### config.mk
export PLATFORM = sky130hd
export DESIGN_NAME = computie_bus_tracer
export DESIGN_NICKNAME = d
export VERILOG_FILES = /design/src/rtl/computie_bus_tracer.sv
export SDC_FILE = /design/constraint.sdc
export NUM_CORES = 2
export LEC_CHECK = 0
export CORE_MARGIN = 1.5
export CORE_UTILIZATION = 40
export CTS_CLUSTER_DIAMETER = 50
export DETAILED_ROUTE_END_ITERATION = 10
export PLACE_DENSITY_LB_ADDON = 0.1
export SETUP_SLACK_MARGIN = 0.4
export SKIP_CTS_REPAIR_TIMING = 1
export SYNTH_ARGS = -nofsm -noshare
export SYNTH_HDL_FRONTEND = slang
export SYNTH_MEMORY_MAX_BITS = 65536
export SYNTH_SLANG_ARGS = --single-unit
### constraint.sdc
create_clock -name comm_clock -period 7.4 [get_ports comm_clock]
set_input_delay 0.74 -clock comm_clock [delete_from_list [all_inputs] [get_ports comm_clock]]
set_output_delay 0.74 -clock comm_clock [all_outputs]
set_load 0.01 [all_outputs]
### src/rtl/computie_bus_tracer.sv
// computie_bus_tracer: passive Computie bus snooper with triggered circular trace
// buffer and an ASCII dump port (one byte per two cycles at most).
module computie_bus_tracer #(
  parameter int BITWIDTH    = 32,
  parameter int DEPTH       = 64,
  parameter int PRE_TRIGGER = 16
) (
  input  logic                       comm_clock,
  input  logic                       reset_n,
  input  logic                       arm,
  input  logic                       force_trigger,
  input  logic [BITWIDTH-1:0]        trig_addr,
  input  logic [BITWIDTH-1:0]        trig_mask,
  input  logic                       trig_rw_en,
  input  logic                       trig_rw,
  output logic                       armed,
  output logic                       triggered,
  output logic                       done,
  output logic [$clog2(DEPTH):0]     record_count,
  input  logic                       dump_start,
  output logic                       dump_busy,
  output logic                       out_valid,
  input  logic                       out_ready,
  output logic [7:0]                 out_data,
  input  logic                       cb_addr_strobe,
  input  logic                       cb_data_strobe,
  input  logic                       cb_read_write,
  input  logic [BITWIDTH-1:0]        cb_addr_data_bus,
  output logic                       send_receive,
  output logic                       data_dir,
  output logic                       ctrl_oe,
  output logic                       alt_ctrl_oe,
  output logic                       alt_ctrl_dir1,
  output logic                       alt_ctrl_dir2,
  output logic                       al_le,
  output logic                       al_oe,
  output logic                       addr_oe,
  output logic                       data_oe
);
  localparam int AW   = $clog2(DEPTH);
  localparam int CNW  = AW + 1;
  localparam int H    = BITWIDTH / 4;
  localparam int XW   = $clog2(2 * H + 3);
  localparam int RECW = 1 + 2 * BITWIDTH;
  localparam logic [CNW-1:0] FULL = CNW'(DEPTH);
  localparam logic [CNW-1:0] POST = CNW'(DEPTH - PRE_TRIGGER);
  localparam logic [XW-1:0]  XH   = XW'(H);
  localparam logic [XW-1:0]  XC   = XW'(H + 1);
  localparam logic [XW-1:0]  XD   = XW'(2 * H + 1);
  localparam logic [XW-1:0]  XL   = XW'(2 * H + 2);

  typedef enum logic [1:0] {C_IDLE, C_ARMED, C_TRIG, C_DONE} cap_t;
  typedef enum logic [1:0] {D_IDLE, D_RD, D_EMIT, D_FIN} dump_t;

  assign {send_receive, data_dir, ctrl_oe, alt_ctrl_oe, alt_ctrl_dir1, alt_ctrl_dir2, al_le} = '0;
  assign {al_oe, addr_oe, data_oe} = '1;

  logic [2:0]          as_q, ds_q;
  logic [1:0]          rws_q;
  logic [BITWIDTH-1:0] addr_q;
  logic                rwl_q, have_q, dsl_q;
  logic                as_fall, ds_fall, ds_rise, rec_v;

  assign as_fall = as_q[2] & ~as_q[1];
  assign ds_fall = ds_q[2] & ~ds_q[1];
  assign ds_rise = ~ds_q[2] & ds_q[1];
  assign rec_v   = ~as_fall & dsl_q & ds_rise;

  // A fresh address strobe always wins and discards any half-finished record.
  always_ff @(posedge comm_clock or negedge reset_n) begin
    if (!reset_n) begin
      as_q   <= 3'b111;
      ds_q   <= 3'b111;
      rws_q  <= '0;
      addr_q <= '0;
      rwl_q  <= 1'b0;
      have_q <= 1'b0;
      dsl_q  <= 1'b0;
    end else begin
      as_q  <= {as_q[1:0], cb_addr_strobe};
      ds_q  <= {ds_q[1:0], cb_data_strobe};
      rws_q <= {rws_q[0], cb_read_write};
      if (as_fall) begin
        addr_q <= cb_addr_data_bus;
        rwl_q  <= rws_q[1];
        have_q <= 1'b1;
        dsl_q  <= 1'b0;
      end else if (have_q && ds_fall) begin
        dsl_q <= 1'b1;
      end else if (rec_v) begin
        have_q <= 1'b0;
        dsl_q  <= 1'b0;
      end
    end
  end

  cap_t           cap_q;
  dump_t          d_q;
  logic [AW-1:0]  wr_ptr_q, rd_q;
  logic [CNW-1:0] count_q, post_q, rem_q;
  logic [XW-1:0]  ch_q;
  logic           busy_q, ov_q;
  logic [7:0]     od_q;
  logic [RECW-1:0] mem [DEPTH];
  logic [RECW-1:0] rec_q;
  logic           arm_ok, dump_ok, we, hit;

  assign arm_ok  = arm & ~busy_q;
  assign dump_ok = dump_start & ~arm_ok & (cap_q == C_IDLE || cap_q == C_DONE);
  assign we      = rec_v & ~arm_ok & (cap_q == C_ARMED || cap_q == C_TRIG);
  assign hit     = (((addr_q ^ trig_addr) & trig_mask) == '0) && (!trig_rw_en || rwl_q == trig_rw);

  always_ff @(posedge comm_clock or negedge reset_n) begin
    if (!reset_n) begin
      cap_q    <= C_IDLE;
      wr_ptr_q <= '0;
      count_q  <= '0;
      post_q   <= '0;
    end else if (arm_ok) begin
      cap_q    <= C_ARMED;
      wr_ptr_q <= '0;
      count_q  <= '0;
      post_q   <= POST;
    end else begin
      if (we) begin
        wr_ptr_q <= wr_ptr_q + AW'(1);
        if (count_q != FULL) count_q <= count_q + CNW'(1);
      end
      if (cap_q == C_ARMED && we && hit) begin
        post_q <= POST - CNW'(1);
        cap_q  <= POST == CNW'(1) ? C_DONE : C_TRIG;
      end else if (cap_q == C_ARMED && force_trigger) begin
        cap_q <= C_TRIG;
      end else if (cap_q == C_TRIG && we) begin
        post_q <= post_q - CNW'(1);
        cap_q  <= post_q == CNW'(1) ? C_DONE : C_TRIG;
      end
    end
  end

  always_ff @(posedge comm_clock) begin
    if (we) mem[wr_ptr_q] <= {rwl_q, addr_q, cb_addr_data_bus};
    rec_q <= mem[rd_q];
  end

  logic [XW-1:0] ai, di;
  logic [3:0]    nib;
  logic [7:0]    hex, chr;
  assign ai  = XH - ch_q;
  assign di  = XD - ch_q;
  assign nib = ch_q <= XH ? 4'(rec_q[2*BITWIDTH-1:BITWIDTH] >> {ai, 2'b00})
                          : 4'(rec_q[BITWIDTH-1:0] >> {di, 2'b00});
  assign hex = nib < 4'd10 ? 8'h30 + {4'h0, nib} : 8'h37 + {4'h0, nib};
  assign chr = ch_q == '0 ? (rec_q[RECW-1] ? 8'h52 : 8'h57) :
               ch_q == XC ? 8'h3A :
               ch_q == XL ? 8'h0A : hex;

  // D_RD spends one cycle letting the registered read port deliver the record.
  always_ff @(posedge comm_clock or negedge reset_n) begin
    if (!reset_n) begin
      d_q    <= D_IDLE;
      busy_q <= 1'b0;
      ov_q   <= 1'b0;
      od_q   <= '0;
      rd_q   <= '0;
      rem_q  <= '0;
      ch_q   <= '0;
    end else begin
      case (d_q)
        D_IDLE: if (dump_ok) begin
          busy_q <= 1'b1;
          rd_q   <= count_q == FULL ? wr_ptr_q : '0;
          rem_q  <= count_q;
          d_q    <= count_q == '0 ? D_FIN : D_RD;
        end
        D_FIN: begin
          busy_q <= 1'b0;
          d_q    <= D_IDLE;
        end
        D_RD: begin
          ch_q <= '0;
          d_q  <= D_EMIT;
        end
        D_EMIT: if (!ov_q) begin
          ov_q <= 1'b1;
          od_q <= chr;
        end else if (out_ready) begin
          ov_q <= 1'b0;
          if (ch_q != XL) ch_q <= ch_q + XW'(1);
          else if (rem_q == CNW'(1)) begin
            busy_q <= 1'b0;
            d_q    <= D_IDLE;
          end else begin
            rd_q  <= rd_q + AW'(1);
            rem_q <= rem_q - CNW'(1);
            d_q   <= D_RD;
          end
        end
      endcase
    end
  end

  assign armed        = cap_q == C_ARMED || cap_q == C_TRIG;
  assign triggered    = cap_q == C_TRIG || cap_q == C_DONE;
  assign done         = cap_q == C_DONE;
  assign record_count = count_q;
  assign dump_busy    = busy_q;
  assign out_valid    = ov_q;
  assign out_data     = od_q;
endmodule

# Word-level counts from Yosys, hierarchy flattened
# Memory sizes are Yosys's and may differ from the RTL's. A register that Yosys moved wholly into a read port is not among the register bits.
# Index checks and enable logic that the tools add are counted.
[totals]
memories = 1
ff_bits = 95
wordCells = 167
ramBits = 4160
romBits = 0
out_inout_bits = 30
inputBits = 107
latchBits = 0
[classes]
eq_ne = 23
shift = 2
mul = 0
muxes = 59
div_mod_pow = 0
addsub = 10
order_cmp = 2
bitwise_logic = 19
n_reduce_logical = 33
[mem_list]
columns = ["memory", "words", "word_bits", "read_ports", "rd_clocked_by_memory_dff", "write_ports", "line_no", "source"]
rows = [
  ["mem", 64, 65, 1, 1, 1, "104", "logic [RECW-1:0] mem [DEPTH];"],
]
[op_table]
columns = ["op", "n"]
rows = [
  ["$mux W7", 16],
  ["$shr A32 B7 Y4", 2],
  ["$mux W6", 8],
  ["$and A32 B32 Y32", 1],
  ["$logic_not A32 Y1", 1],
  ["$xor A32 B32 Y32", 1],
  ["$mux W2", 9],
  ["$mux W1", 16],
  ["$ne A2 B2 Y1 const B", 8],
  ["$mux W5", 3],
  ["$add A6 B4 Y7 const A", 2],
  ["$eq A7 B1 Y1 const B", 2],
  ["$pmux W7 S2", 1],
  ["$sub A7 B1 Y7 const B", 2],
  ["$add A6 B1 Y6 const B", 2],
  ["$pmux W6 S2", 1],
  ["$reduce_and A6 Y1", 2],
  ["$and A1 B1 Y1", 10],
  ["$pmux W5 S2", 1],
  ["$reduce_bool A2 Y1", 5],
  ["$reduce_bool A3 Y1", 3],
  ["$eq A2 B2 Y1 const B", 4],
  ["$pmux W2 S4", 1],
  ["$reduce_and A2 Y1", 4],
  ["other kinds (26)", 43],
]

# Logic depth before layout (Yosys ltp)
[logic_depth]
depth_word = 12
mapped_depth = 12

# Worst setup path after synthesis
# OpenSTA, ideal clock, no wires.
[synth_path]
path_type = "input -> register"
from = "in arm"
to = "mem mem[59][0] (netlist name) (enable)"
cell_stages = 6
t_required_ns = 6.911
t_arrival_ns = 4.699
setup_ns = 0.489
setup_slack_ns = 2.213
path_buffers = 1
path_cell_list = "nor2b_1 nor4_1 clkbuf_1 nor2b_1 nand3_1 nor2_1"
[synth_via]
elab_chain_len = 6
[synth_lines]
columns = ["item", "line_no", "source"]
rows = [
  ["start: declaration", "10", "input logic arm,"],
  ["$and A1 B1 Y1", "108", "assign arm_ok = arm & ~busy_q;"],
  ["$not A1 Y1", "110", "assign we = rec_v & ~arm_ok & (cap_q == C_ARMED || cap_q == C_TRIG);"],
  ["$and A1 B1 Y1 (2 in series)", "110", ""],
  ["$mux W1", "142", "if (we) mem[wr_ptr_q] <= {rwl_q, addr_q, cb_addr_data_bus};"],
  ["$mux W1 (implied by the code)", "142", ""],
  ["end: declaration", "104", ""],
]
# Every way passes these cells.

# Worst setup path after layout
[layout_path]
from = "reg cap_q[0]"
to = "mem mem[15][34] (netlist name) (enable)"
[layout_via]
elab_chain_len = 5
[layout_lines]
columns = ["item", "line_no", "source"]
rows = [
  ["start: declaration", "97", "cap_t cap_q;"],
  ["start signal: assignment", "131", "cap_q <= POST == CNW'(1) ? C_DONE : C_TRIG;"],
  ["start signal: assignment", "136", "cap_q <= post_q == CNW'(1) ? C_DONE : C_TRIG;"],
  ["$eq A2 B1 Y1 or $eq A2 B2 Y1 (tied branches)", "110", ""],
  ["$logic_or A1 B1 Y1 *", "110", ""],
  ["$and A1 B1 Y1 *", "110", ""],
  ["$mux W1 *", "142", ""],
  ["$mux W1 (implied by the code) *", "142", ""],
]
# Mark *: on every way between the ends. The rest lies on a longest branch, timed or not.

==> impl_metrics.env <==
export IMPL_setup_viol=0
export IMPL_path_cells="inv_1 -> ha_1 -> nor4_2 -> buf_4 -> and2_1 -> nand3_1 -> nor2_4 -> buf_12"
export IMPL_detail_route_first_pass_iterations=6
export IMPL_clk_latency_ns=1.03
export IMPL_grt_pass1_vias=78300
export IMPL_htree_levels=6
export IMPL_numCtsBuffers=519
export IMPL_final_cell_mix="edfxtp_1 (4,160), mux4_2 (1,366), clkbuf_16 (530), buf_4 (203), clkbuf_1 (122)"
export IMPL_hold_path_cell_count=1
export IMPL_multi_input_area_um2=34600
export IMPL_holdCritPathClass="input pin to register"
export IMPL_hpwl_um=270000
export IMPL_clock_sinks=4319
export IMPL_synth_area_top_cells="edfxtp_1 (76%), mux4_2 (19%), dfrtp_1 (1.3%)"
export IMPL_cap_violations=0
export IMPL_routed_wl_um=485000
export IMPL_period_share=0.667
export IMPL_finalNonFillerCells=13000
export IMPL_worstSetupStartpointType="register"
export IMPL_leakagePower_nw=58.6
export IMPL_synth_top_flop_cell="edfxtp_1"
export IMPL_r2r_cells=8
export IMPL_ys_seq_area_frac=0.783
export IMPL_ir_drop_mv=0.252
export IMPL_areaGrowthSynthToFinish_pct=16.3
export IMPL_hold_viol=0
export IMPL_routed_via_count=75900
export IMPL_max_freq_mhz=202
export IMPL_synth_edf_count=4160
export IMPL_remaining_drc_errors=0
export IMPL_drtAntennaViolNets=0
export IMPL_synth_seq_cells=4319
export IMPL_p_per_area_nw_per_um2=364
export IMPL_cts_clk_slew_worst_paths_ns=0.05
export IMPL_coreArea_um2=409000
export IMPL_r2r_start="cap_q[0]$_DFFE_PN0P_"
export IMPL_die_area_um2=415000
export IMPL_reg2reg_to="mem[15][34]$_DFFE_PP_"
export IMPL_hp_start="cb_addr_strobe"
export IMPL_die_h_um=644
export IMPL_ctsLongestPathBuffers=4
export IMPL_cp_slowest_stage_delay_ns=1.21
export IMPL_cpMaxStageDelayCell="nor2_4"
export IMPL_period_minus_slack_ns=4.94
export IMPL_synth_cells=6547
export IMPL_via_per_inst=5.83
export IMPL_grt_start_max_net_pins=112
export IMPL_nNetsFinal=7245
export IMPL_synth_top_cell_area_share=0.760
export IMPL_max_slew_margin=0.0542
export IMPL_drt_initial_drc_count=8719
export IMPL_fill_cells=33500
export IMPL_min_to="as_q[0]$_DFF_PN1_"
export IMPL_die_x_um=644
export IMPL_antenna_found_initial=36
export IMPL_yosys_warnings=0
export IMPL_end_kind="register"
export IMPL_worst_path_buf_inv=3
export IMPL_wire_per_inst_um=37.3
export IMPL_layout_drive_gt1_share=0.343
export IMPL_num_io_pins=137
export IMPL_crit_fanout=29
export IMPL_path_class="register to register"
export IMPL_final_common_cell="edfxtp_1"
export IMPL_grt_pass1_wl_um=666000
export IMPL_grt_usage=0.234
export IMPL_grt_overflow=0
export IMPL_netlist_area_um2=164000
export IMPL_cts_root_buf="clkbuf_16"
export IMPL_status="complete, no violations"
export IMPL_yosysTopAreaCell="edfxtp_1"
export IMPL_ys_types=64
export IMPL_cts_tree="done"
export IMPL_syn_mean_instance_area_um2=25.1
export IMPL_fp_row_count=235
export IMPL_start_util=0.401
export IMPL_worstPathRequired_ns=8.04
export IMPL_cp_arrival_ns=5.58
export IMPL_setup_tns_ns=0
export IMPL_cpLargestDelayFamily="simple AND/OR/NAND/NOR gates"
export IMPL_final_seq_area_um2=129000
export IMPL_rsz0062_at_grt="no"
export IMPL_ys_async_sr_fraction=0.0218
export IMPL_max_slew_worst_pin_slew_ns=1.41
export IMPL_r2r_setup_slack_ns=2.46
export IMPL_gp_congestion=0.811
export IMPL_fin_skew_ns=0.0470
export IMPL_drv_slew=0
export IMPL_place_inst=12000
export IMPL_port_buffers=125
[kinds of logic (layout without fill, tap and decap cells)]
group | Yosys count | count (layout) | synth area share
flops | 4319 | 4319 | 0.783
mux | 1432 | 1432 | 0.192
buf+inv | 369 | 1354 | 0.0101
simple gates | 233 | 233 | 0.00668
compound gates | 125 | 125 | 0.00503
xor+xnor | 49 | 49 | 0.00266
fa+ha+maj | 18 | 18 | 0.00137
other cells | 2 | 27 | 0.0000457
[flip-flops by register name, indices dropped and copies added (netlist names), 2 cells and up]
signal / flops
record_count: 7
ds_q: 3
post_q: 7
rd_q: 6
addr_q: 32
rec_q: 65
rws_q: 2
as_q: 3
mem: 4160
rem_q: 7
out_data: 7
d_q: 2
ch_q: 5
wr_ptr_q: 6
cap_q: 2
[how the worst max path moves through the flow]
stage / startpoint / end / slack [ns] / cells after the start
after floorplan: arm / mem[59][0]$_DFFE_PP_ / 2.21 / 6
after global placement: arm / mem[59][43]$_DFFE_PP_ / 1.71 / 9
after detailed placement: arm / mem[15][19]$_DFFE_PP_ / 1.87 / 9
after CTS: cap_q[0]$_DFFE_PN0P_ / mem[15][34]$_DFFE_PP_ / 2.41 / 8
after global routing: cap_q[0]$_DFFE_PN0P_ / mem[15][34]$_DFFE_PP_ / 2.28 / 8
final: cap_q[0]$_DFFE_PN0P_ / mem[15][34]$_DFFE_PP_ / 2.46 / 8
[per-layer routing]
metal / routed length, µm / GRT usage / part of all wire
met5: 13 / 0 / 0.000027
met1: 206000 / 0.334 / 0.42
met4: 12800 / 0.0593 / 0.026
met3: 30100 / 0.0342 / 0.062
met2: 236000 / 0.379 / 0.49
[area by class of cell]
type	count	area share
multi-input combinational	1868	0.181
tap	5451	0.0357
inverter	17	0.000334
sequential	4319	0.673
clock buffer	670	0.0731
clock inverter	272	0.0148
antenna	16	0.000210
timing repair buffer	395	0.0212
[Yosys cell counts, types with 33 or more instances]
cell type / number
edfxtp_1: 4160
mux4_2: 1366
clkbuf_1: 180
buf_2: 106
nor2_1: 95
dfrtp_1: 88
dfxtp_1: 65
nand2_1: 48
xor2_1: 44
buf_1: 41
mux2_2: 40
o21ai_0: 33
[metrics by stage]
stage / setup slack [ns] / instance area [µm²] / hold slack (ns) / total power [W] / utilization
after floorplan: 2.21 / 164000 / 0.331 / 0.0391 / -
after global placement: 1.71 / 174000 / 0.344 / 0.0454 / 0.426
after detailed placement: 1.87 / 174000 / 0.343 / 0.0454 / 0.426
after CTS: 2.41 / 191000 / -0.315 / 0.0704 / 0.467
after global routing: 2.28 / 191000 / 0.0772 / 0.0718 / 0.467
final: 2.46 / 191000 / 0.124 / 0.0696 / 0.467
[power by group]
group	switching, W	internal (W)	total [W]
Combinational	0.00868	0.00755	0.0162
Clock	0.0102	0.0148	0.0250
Sequential	0.000792	0.0275	0.0283
Note: power is estimated with default switching activity, not from simulation.
==> variant: new RTL, config.mk and constraints unchanged <==
Put one more register stage on the output `record_count`. The value now appears one clock later. The other outputs are not delayed to match.
--- a/src/rtl/computie_bus_tracer.sv
+++ b/src/rtl/computie_bus_tracer.sv
@@ -205,3 +205,5 @@
   assign done         = cap_q == C_DONE;
-  assign record_count = count_q;
+  always_ff @(posedge comm_clock) begin
+    record_count <= count_q;
+  end
   assign dump_busy    = busy_q;
Function: not settled (the Yosys comparison gave no result); the edit may change what the design does.
==> variant against the unedited design <==
- synthesized area about the same
- worst hold slack improved by 0.050 ns
- wire length increased by 0.91%
- setup slack improved by 0.078 ns
- cell area decreased by 0.23%
- sequential cell count increased by 7
- power increased by 0.26%
- die area about the same
- synthesized cell count increased by 0.38%
==> variant: results (changes against the unedited design) <==
path category of the worst min-delay check = primary input to flop
Max rail drop VDD = 0.327 mV (+30%)
area of placed instances = 174000 um2 (-0.13%)
sequential share of the synthesized area = 78.3% (about the same)
1st-iter DRT viols = 9383 (+7.6%)
kind of cell adding the most delay to the critical path = adder cells
total routed wire length on the met1 layer = 209000 um (+1.6%)
pre-CTS setup slack = 2.57 ns (+0.703 ns)
Via Count = 76600 (+0.93%)
Reg2Reg Depth = 10 (+2)
met3 wire length = 30600 um (+1.5%)
leading post-synthesis cells by instance count = sky130_fd_sc_hd__edfxtp_1, sky130_fd_sc_hd__mux4_2, sky130_fd_sc_hd__clkbuf_1
post-synthesis cell count = 6572 (+0.38%)
layout cell share with drive strength beyond 1 = 33.9% (-0.40 points)
all-layer global routing usage = 23.5% (+0.11 points)
Leak = 58.5 nW (-0.28%)
run status = finished, final reports clean
Critical Path Fanout Max = 17 (-41%)
DR WL met2 = 238000 um (+0.84%)
crit path launch = ch_q[0]
Yosys cell types = 63 (-1.6%)
antenna violations before repair = 54 (+50%)
post-DR vias/cell = 5.89 (+0.98%)
Worst path slowest cell = sky130_fd_sc_hd__dfrtp_2
final weighted congestion in routability-driven placement = 0.785 (-3.2%)
worst r2r dst = out_data[2]
CP max stage delay = 1.13 ns (-0.08 ns)
Final min period = 4.86 ns (-0.0781 ns)
final hold slack = 0.174 ns (+0.0500 ns)
r2r setup slk = 2.54 ns (+0.08 ns)
maximum number of pins on one net before global-route repair = 120 (+7.1%)
Switching Share = 28.5% (+0.25 points)
cells taking the most area after synthesis = sky130_fd_sc_hd__edfxtp_1, sky130_fd_sc_hd__mux4_2, sky130_fd_sc_hd__dfrtp_1
worst relative slew slack = 15.6% (+10 points)
global-route wire length before repair = 670000 um (+0.62%)
detailed-route wire length = 489000 um (+0.91%)
clock latency of the later-clocked register in the worst-skew pair = 1.02 ns
placed wire-length estimate = 267000 um (-1.1%)
combinational cell fraction of total power = 23.5% (+0.2 points)
number of detailed-route iterations in the first pass = 5 (-1)
Synth Flop Type = sky130_fd_sc_hd__edfxtp_1
asr flop ratio synth = 2.17% (-0.0035 points)
via count of the first global-routing pass = 78600 (+0.36%)
arrival time at the worst endpoint = 5.80 ns (+0.22 ns)
variant: changes by cell type in the layout (fill, tap and decap cells not counted), sizes merged, moves of 7 or more:
cell / delta
o21ai: -7
nor2: +10
buf: -22
diode: +12
dfxtp: +7
clkinv: -11
a21oi: +7
clkbuf: -8
variant: cell families after synthesis:
group / count (synthesis) / synth area share, %
muxes: 1429 / 19.1
DFF: 4326 / 78.3
adders and majority gates: 18 / 0.137
other: 2 / 0.00457
buffers and inverters: 373 / 0.989
and+or+nand+nor: 250 / 0.711
xor gates and xnor gates: 53 / 0.282
AOI/OAI and AO/OA: 121 / 0.471
variant: layout make-up:
cell class	instances	area, um2
Fill cell	33300	219000
Clock buffer	662	14100
Clock inverter	262	2510
Antenna cell	28	70.1
Timing Repair Buffer	373	3660
Multi-Input combinational cell	1882	34600
Inverter	18	67.6
Tap cell	5451	6820
Sequential cell	4326	129000
variant: power by group through the flow:
stage / sequential [mW] / combinational [mW] / clock (mW)
6_report: 28.6 / 16.4 / 24.8
5_1_grt: 28.6 / 17.2 / 26.2
4_1_cts: 28.6 / 16.8 / 25.2
3_5_place_dp: 29.1 / 16.7 / 0
3_3_place_gp: 29.1 / 16.6 / 0
2_1_floorplan: 28.5 / 10.8 / 0
variant: layer usage:
| layer | global-route usage [%] | vias to the layer above |
|---|---|---|
| met4 | 5.47 | 4 |
| li1 | - | 29800 |
| met5 | 0 | - |
| met2 | 38.2 | 2822 |
| met3 | 3.25 | 593 |
| met1 | 33.8 | 43400 |
